===== src/rtl/i2c_bit_ctrl.sv =====
// I2C master bit sequencer: START/STOP/WRITE/READ to timed open-drain SCL/SDA with stretching,
// arbitration-loss detection and bus-busy tracking. Optional macro: I2C_STRETCH_TIMEOUT_EN.
module i2c_bit_ctrl #(
  parameter int unsigned CLK_DIV     = 250,
  parameter int unsigned STRETCH_MAX = 65535
) (
  input  logic       i_clk,
  input  logic       i_rst_n,
  input  logic       i_cmd_valid,
  input  logic [2:0] i_cmd,
  input  logic       i_wr_bit,
  output logic       o_cmd_ready,
  output logic       o_done,
  output logic       o_rd_bit,
  output logic       o_arb_lost,
  output logic       o_timeout,
  output logic       o_bus_busy,
  input  logic       i_scl,
  input  logic       i_sda,
  output logic       o_scl_oe,
  output logic       o_sda_oe
);

  localparam logic [2:0] CmdStart = 3'd1;
  localparam logic [2:0] CmdStop  = 3'd2;
  localparam logic [2:0] CmdWrite = 3'd3;
  localparam logic [2:0] CmdRead  = 3'd4;

  localparam int unsigned CntW = (CLK_DIV > 1) ? $clog2(CLK_DIV) : 1;
  localparam logic [CntW-1:0] CntLast = CntW'(CLK_DIV - 1);

  typedef enum logic [2:0] {StIdle, StA, StB, StC, StD} state_e;

  state_e          state_q, state_d, ph_next;
  logic [CntW-1:0] cnt_q, cnt_d;
  logic [2:0]      cmd_q, cmd_d;
  logic            wr_q, wr_d;
  logic            scl_oe_d, sda_oe_d, ready_d, done_d, rd_d, arb_d, busy_d;
  logic            scl_ff1, sda_ff1, s_scl, s_sda, scl_prev, sda_prev;
  logic            sda_oe_p1, sda_oe_p2;
  logic            wait_scl, arb_hit, is_op;

  // {scl_oe, sda_oe} for a given command and phase; 1 pulls the line low.
  function automatic logic [1:0] phase_drive(input logic [2:0] cmd, input logic b,
                                             input state_e ph);
    logic [1:0] d;
    d = 2'b00;
    case (cmd)
      CmdStart: d = (ph == StC) ? 2'b01 : (ph == StD) ? 2'b11 : 2'b00;
      CmdStop:  d = (ph == StA) ? 2'b11 : (ph == StD) ? 2'b00 : 2'b01;
      CmdWrite: d = {(ph == StA) || (ph == StD), ~b};
      CmdRead:  d = {(ph == StA) || (ph == StD), 1'b0};
      default:  d = 2'b00;
    endcase
    return d;
  endfunction

  always_ff @(posedge i_clk or negedge i_rst_n) begin
    if (!i_rst_n) begin
      scl_ff1   <= 1'b1;
      sda_ff1   <= 1'b1;
      s_scl     <= 1'b1;
      s_sda     <= 1'b1;
      scl_prev  <= 1'b1;
      sda_prev  <= 1'b1;
      sda_oe_p1 <= 1'b0;
      sda_oe_p2 <= 1'b0;
    end else begin
      scl_ff1   <= i_scl;
      sda_ff1   <= i_sda;
      s_scl     <= scl_ff1;
      s_sda     <= sda_ff1;
      scl_prev  <= s_scl;
      sda_prev  <= s_sda;
      sda_oe_p1 <= o_sda_oe;
      sda_oe_p2 <= sda_oe_p1;
    end
  end

`ifdef I2C_STRETCH_TIMEOUT_EN
  localparam int unsigned SW = $clog2(STRETCH_MAX + 1);
  localparam logic [SW-1:0] StretchLast = SW'(STRETCH_MAX - 1);
  logic [SW-1:0] stretch_q, stretch_d;
  logic          tmo_d;
`endif

  assign is_op    = (i_cmd >= CmdStart) && (i_cmd <= CmdRead);
  assign wait_scl = !o_scl_oe && !s_scl;
  // sda_oe_p2 lines up our SDA drive with the synchronizer delay, so a line we just released
  // is not mistaken for another master holding it low.
  assign arb_hit  = (((cmd_q == CmdWrite) && wr_q) || ((cmd_q == CmdStop) && (state_q == StD)))
                    && !o_sda_oe && !sda_oe_p2 && !s_sda && s_scl;

  always_comb begin
    case (state_q)
      StA:     ph_next = StB;
      StB:     ph_next = StC;
      StC:     ph_next = StD;
      default: ph_next = StIdle;
    endcase
  end

  always_comb begin
    state_d  = state_q;
    cnt_d    = cnt_q;
    cmd_d    = cmd_q;
    wr_d     = wr_q;
    scl_oe_d = o_scl_oe;
    sda_oe_d = o_sda_oe;
    ready_d  = o_cmd_ready;
    done_d   = 1'b0;
    arb_d    = 1'b0;
    rd_d     = o_rd_bit;
`ifdef I2C_STRETCH_TIMEOUT_EN
    stretch_d = '0;
    tmo_d     = 1'b0;
`endif
    if (state_q == StIdle) begin
      cnt_d = '0;
      if (i_cmd_valid) begin
        if (is_op) begin
          cmd_d                = i_cmd;
          wr_d                 = i_wr_bit;
          state_d              = StA;
          ready_d              = 1'b0;
          {scl_oe_d, sda_oe_d} = phase_drive(i_cmd, i_wr_bit, StA);
        end else begin
          done_d = 1'b1;
        end
      end
    end else if (arb_hit) begin
      state_d              = StIdle;
      ready_d              = 1'b1;
      arb_d                = 1'b1;
      {scl_oe_d, sda_oe_d} = 2'b00;
    end else if (wait_scl) begin
      cnt_d = '0;
`ifdef I2C_STRETCH_TIMEOUT_EN
      stretch_d = stretch_q + SW'(1);
      if (stretch_q == StretchLast) begin
        stretch_d            = '0;
        tmo_d                = 1'b1;
        state_d              = StIdle;
        ready_d              = 1'b1;
        {scl_oe_d, sda_oe_d} = 2'b00;
      end
`endif
    end else begin
      cnt_d = cnt_q + CntW'(1);
      if (cnt_q == CntLast) begin
        cnt_d = '0;
        if ((state_q == StC) && (cmd_q == CmdRead)) begin
          rd_d = s_sda;
        end
        if (state_q == StD) begin
          state_d = StIdle;
          ready_d = 1'b1;
          done_d  = 1'b1;
        end else begin
          state_d              = ph_next;
          {scl_oe_d, sda_oe_d} = phase_drive(cmd_q, wr_q, ph_next);
        end
      end
    end
  end

  // START/STOP detection from the synchronized lines, independent of our own FSM.
  always_comb begin
    busy_d = o_bus_busy;
    if (scl_prev && s_scl && sda_prev && !s_sda) begin
      busy_d = 1'b1;
    end else if (scl_prev && s_scl && !sda_prev && s_sda) begin
      busy_d = 1'b0;
    end
  end

  always_ff @(posedge i_clk or negedge i_rst_n) begin
    if (!i_rst_n) begin
      state_q     <= StIdle;
      cnt_q       <= '0;
      cmd_q       <= 3'd0;
      wr_q        <= 1'b0;
      o_scl_oe    <= 1'b0;
      o_sda_oe    <= 1'b0;
      o_cmd_ready <= 1'b1;
      o_done      <= 1'b0;
      o_rd_bit    <= 1'b0;
      o_arb_lost  <= 1'b0;
      o_bus_busy  <= 1'b0;
    end else begin
      state_q     <= state_d;
      cnt_q       <= cnt_d;
      cmd_q       <= cmd_d;
      wr_q        <= wr_d;
      o_scl_oe    <= scl_oe_d;
      o_sda_oe    <= sda_oe_d;
      o_cmd_ready <= ready_d;
      o_done      <= done_d;
      o_rd_bit    <= rd_d;
      o_arb_lost  <= arb_d;
      o_bus_busy  <= busy_d;
    end
  end

`ifdef I2C_STRETCH_TIMEOUT_EN
  always_ff @(posedge i_clk or negedge i_rst_n) begin
    if (!i_rst_n) begin
      stretch_q <= '0;
      o_timeout <= 1'b0;
    end else begin
      stretch_q <= stretch_d;
      o_timeout <= tmo_d;
    end
  end
`else
  logic unused_stretch_max;
  assign unused_stretch_max = ^STRETCH_MAX;
  assign o_timeout = 1'b0;
`endif

endmodule


===== config.mk =====
export PLATFORM = sky130hd
export DESIGN_NAME = i2c_bit_ctrl
export DESIGN_NICKNAME = d
export VERILOG_FILES = /design/src/rtl/i2c_bit_ctrl.sv
export SDC_FILE = /design/constraint.sdc
export NUM_CORES = 1
export LEC_CHECK = 0
export ABC_AREA = 0
export CAP_MARGIN = 40
export CORE_UTILIZATION = 45
export DETAILED_ROUTE_END_ITERATION = 12
export DONT_BUFFER_PORTS = 1
export GPL_TIMING_DRIVEN = 1
export PLACE_DENSITY = 0.61
export SYNTH_ARGS = -nofsm -noshare
export SYNTH_HDL_FRONTEND = slang
export SYNTH_SLANG_ARGS = --single-unit
export TNS_END_PERCENT = 20

===== constraint.sdc =====
create_clock -name i_clk -period 3.1 [get_ports i_clk]
set_input_delay 0 -clock i_clk [delete_from_list [all_inputs] [get_ports i_clk]]
set_output_delay 0 -clock i_clk [all_outputs]
set_load 0.05 [all_outputs]

==> Implementation_results.wiki <==
{| class="wikitable"
! Metric !! Value
|-
| Die area || 0.00359 mm²
|-
| HPWL after detailed placement || 2030 µm
|-
| Leading cell type in the layout, fill and taps excluded || dfrtp_1
|-
| Leading cell types in the layout, fill and taps excluded || 23 x dfrtp_1, 15 x nand2_1, 9 x nor2_1
|-
| Number of standard cells after synthesis || 144
|-
| Number of buffers inserted by port buffering || 0
|-
| Top FF cell, synth || dfrtp_1
|-
| Global-route wire length before repair || 5220 µm
|-
| Starting density of the core || 48.3%
|-
| Number of nets produced by synthesis || 155
|-
| Overall global routing resource usage || 20.7%
|-
| Sequential area share after synthesis || 50.2%
|-
| IR drop worst, VDD || 0.427 mV
|-
| Top-level port count || 17
|-
| Data arrival time of the critical path || 2390 ps
|-
| Chip Width || 60.0 µm
|-
| Critical Path Start Type || register
|-
| Total global routing overflow || 0
|-
| Deepest level of the CTS H-tree || 2
|-
| Count of vias placed by the detailed router || 1139
|-
| Avg Inst Size Synth || 10.5 µm²
|-
| Worst Tran Pin Value || 595 ps
|-
| Pin count of the biggest net entering global routing || 31
|-
| Clock tree skew after final layout || 25.0 ps
|-
| Tmin final || 2170 ps
|-
| Endpoint type of the worst setup path || register
|-
| Clock Tree Root || clkbuf_4
|-
| Clk slew on worst S/H paths || 80 ps
|-
| Later-pin clock latency in the skew report || 340 ps
|-
| Total count of max-transition violations in the final report || 0
|-
| Number of unique standard cell types used by synthesis || 50
|-
| Final Hold Vio Count || 0
|-
| Async set or reset register ratio after synthesis || 100%
|-
| Post-detailed-route count of antenna-violating nets || 0
|-
| DRC || 0
|-
| Slew HR || 60.3%
|-
| Unrepaired setup endpoints after global routing || no
|-
| Routed vias/inst || 5.72
|-
| Finished Cell Area || 0.00174 mm²
|-
| Max Root-Sink Buffers || 2
|-
| Highest net fanout along the worst path || 13
|-
| Yosys synthesis warning count || 0
|-
| Share of the clock period used by the worst path after layout || 70.1%
|-
| Number of antenna repair diodes || 0
|-
| Hold/Removal Path Class || in -> reg
|-
| Mapped cell area || 0.00151 mm²
|-
| Leakage Power || 0.759 nW
|-
| Post-synth EDFFs || 0
|-
| Core box area || 0.00313 mm²
|-
| Initial drt markers || 71
|-
| Type of the worst setup path || reg -> reg
|-
| TritonCTS clock tree || built
|-
| Post-placement cell area || 0.00153 mm²
|-
| Buffers inserted during post-CTS setup optimization || 0
|-
| Final Routed Wirelength || 2960 µm
|-
| Reg with most FFs || cnt_q
|-
| Critical Path RT || 3310 ps
|-
| Routed WL per cell || 14.9 µm
|-
| Final GP Congestion || 0.851
|-
| Max Clk Rate || 460 MHz
|-
| Vias in the first global route || 1156
|-
| Worst hold slack after final layout || 18.2 ps
|-
| Sinks on the clock net || 30
|-
| TNS Setup || 0 ps
|-
| Max reg flops || 8
|-
| Drt pass-1 iters || 4
|-
| Outcome || complete, no violations
|-
| Flip-flop and latch count after synthesis || 30
|-
| Final total power || 1.33 mW
|-
| Fin nets || 165
|-
| Share of post-route cells with drive strength above 1 || 18.1%
|-
| Registers with the most flip-flops || cnt_q x8, cmd_q x3, state_q x3
|-
| Num rows || 20
|-
| Minimum setup slack in the final design || 928 ps
|-
| Worst slack at placement || 941 ps
|-
| Number of setup violations in the final report || 0
|-
| MaxCap Viol Count || 0
|-
| CTS Buf Count || 5
|-
| Total power per unit cell area || 765 mW/mm²
|-
| Number of antenna violations at the first check in global routing || 0
|-
| Vertical die dimension || 60.0 µm
|-
| P&R area growth vs syn || 14.9%
|}
## power breakdown
part	internal, mW	total, mW	switching [mW]
Combinational	0.121	0.243	0.121
Clock	0.273	0.416	0.143
Sequential	0.489	0.670	0.181
## worst paths after layout
kind	from	end	slack (ps)	cells past startpoint
setup / recovery	state_q[2]	cnt_q[5]	930	5
hold / removal	i_cmd[2]	o_scl_oe	20	3
setup reg to reg	state_q[2]	cnt_q[5]	930	5
hold reg to reg	sda_oe_p1	sda_oe_p2	330	0
max in group asynchronous	i_rst_n	o_cmd_ready	2750	2
min in group asynchronous	i_rst_n	cmd_q[1]	80	2
## logic make-up after synthesis
logic type,synth area share [%]
AND/OR/NAND/NOR,20.3
multiplexers,3.97
XOR/XNOR,0.580
adder cells (fa/ha/maj),1.66
buffers and inverters,3.72
other,0.248
AO/OA/AOI/OAI,19.3
flip-flops,50.2
## area by class of cell
type | count | area [µm²]
Clock buffer | 6 | 51.3
Fill cell | 292 | 1390
Timing Repair Buffer | 9 | 100
Multi-Input combinational cell | 104 | 696
Inverter | 4 | 15.0
Clock inverter | 2 | 60.1
Tap cell | 44 | 55.1
Sequential cell | 30 | 759
## timing repair
action / 4_1_cts / 5_1_grt
hold buffers: 9 / 0
resized for setup: 0 / 0
endpoints found under the hold margin: 37 / 0
## synthesized netlist by cell type (2+ instances only)
cell type / n / share of area (%)
dfrtp_1: 23 / 38
nand2_1: 15 / 3.7
nor2_1: 9 / 2.2
a21oi_1: 7 / 2.3
dfstp_2: 7 / 12
o21ai_0: 7 / 2.3
o21ai_1: 5 / 1.7
a21o_1: 4 / 2.0
mux2_2: 4 / 3.0
a32o_1: 3 / 2.0
and3_1: 3 / 1.2
clkbuf_1: 3 / 0.74
inv_1: 3 / 0.74
nand2b_1: 3 / 1.2
nand3_1: 3 / 0.99
nor2b_1: 3 / 1.2
a22o_1: 2 / 1.2
buf_6: 2 / 1.5
ha_1: 2 / 1.7
nand4_1: 2 / 0.83
nor3_1: 2 / 0.66
o21a_1: 2 / 0.99
o2bb2ai_1: 2 / 1.2
or3_1: 2 / 0.83
## per-stage QoR
step / instances / util [%]
finish: 199 / 55.5
global route: 199 / 55.5
CTS: 199 / 55.5
detailed placement: 182 / 48.8
global placement: 182 / 48.8
floorplan: 144 / -
## routing by layer
metal | routed length, µm | vias to the layer above | global-route usage [%]
li1 | - | 540 | -
met1 | 1410 | 563 | 27.6
met2 | 1380 | 34 | 30.6
met3 | 155 | 2 | 8.23
met4 | 19 | 0 | 7.31
met5 | 0 | - | 0
## worst max-delay path: stages (launching register included)
cell	delay, ps
dfrtp_1	550
or4b_1	480
a2111o_2	540
nand3b_4	200
o21ai_0	120
a21o_1	180
Note: power is estimated with default switching activity, not from simulation.
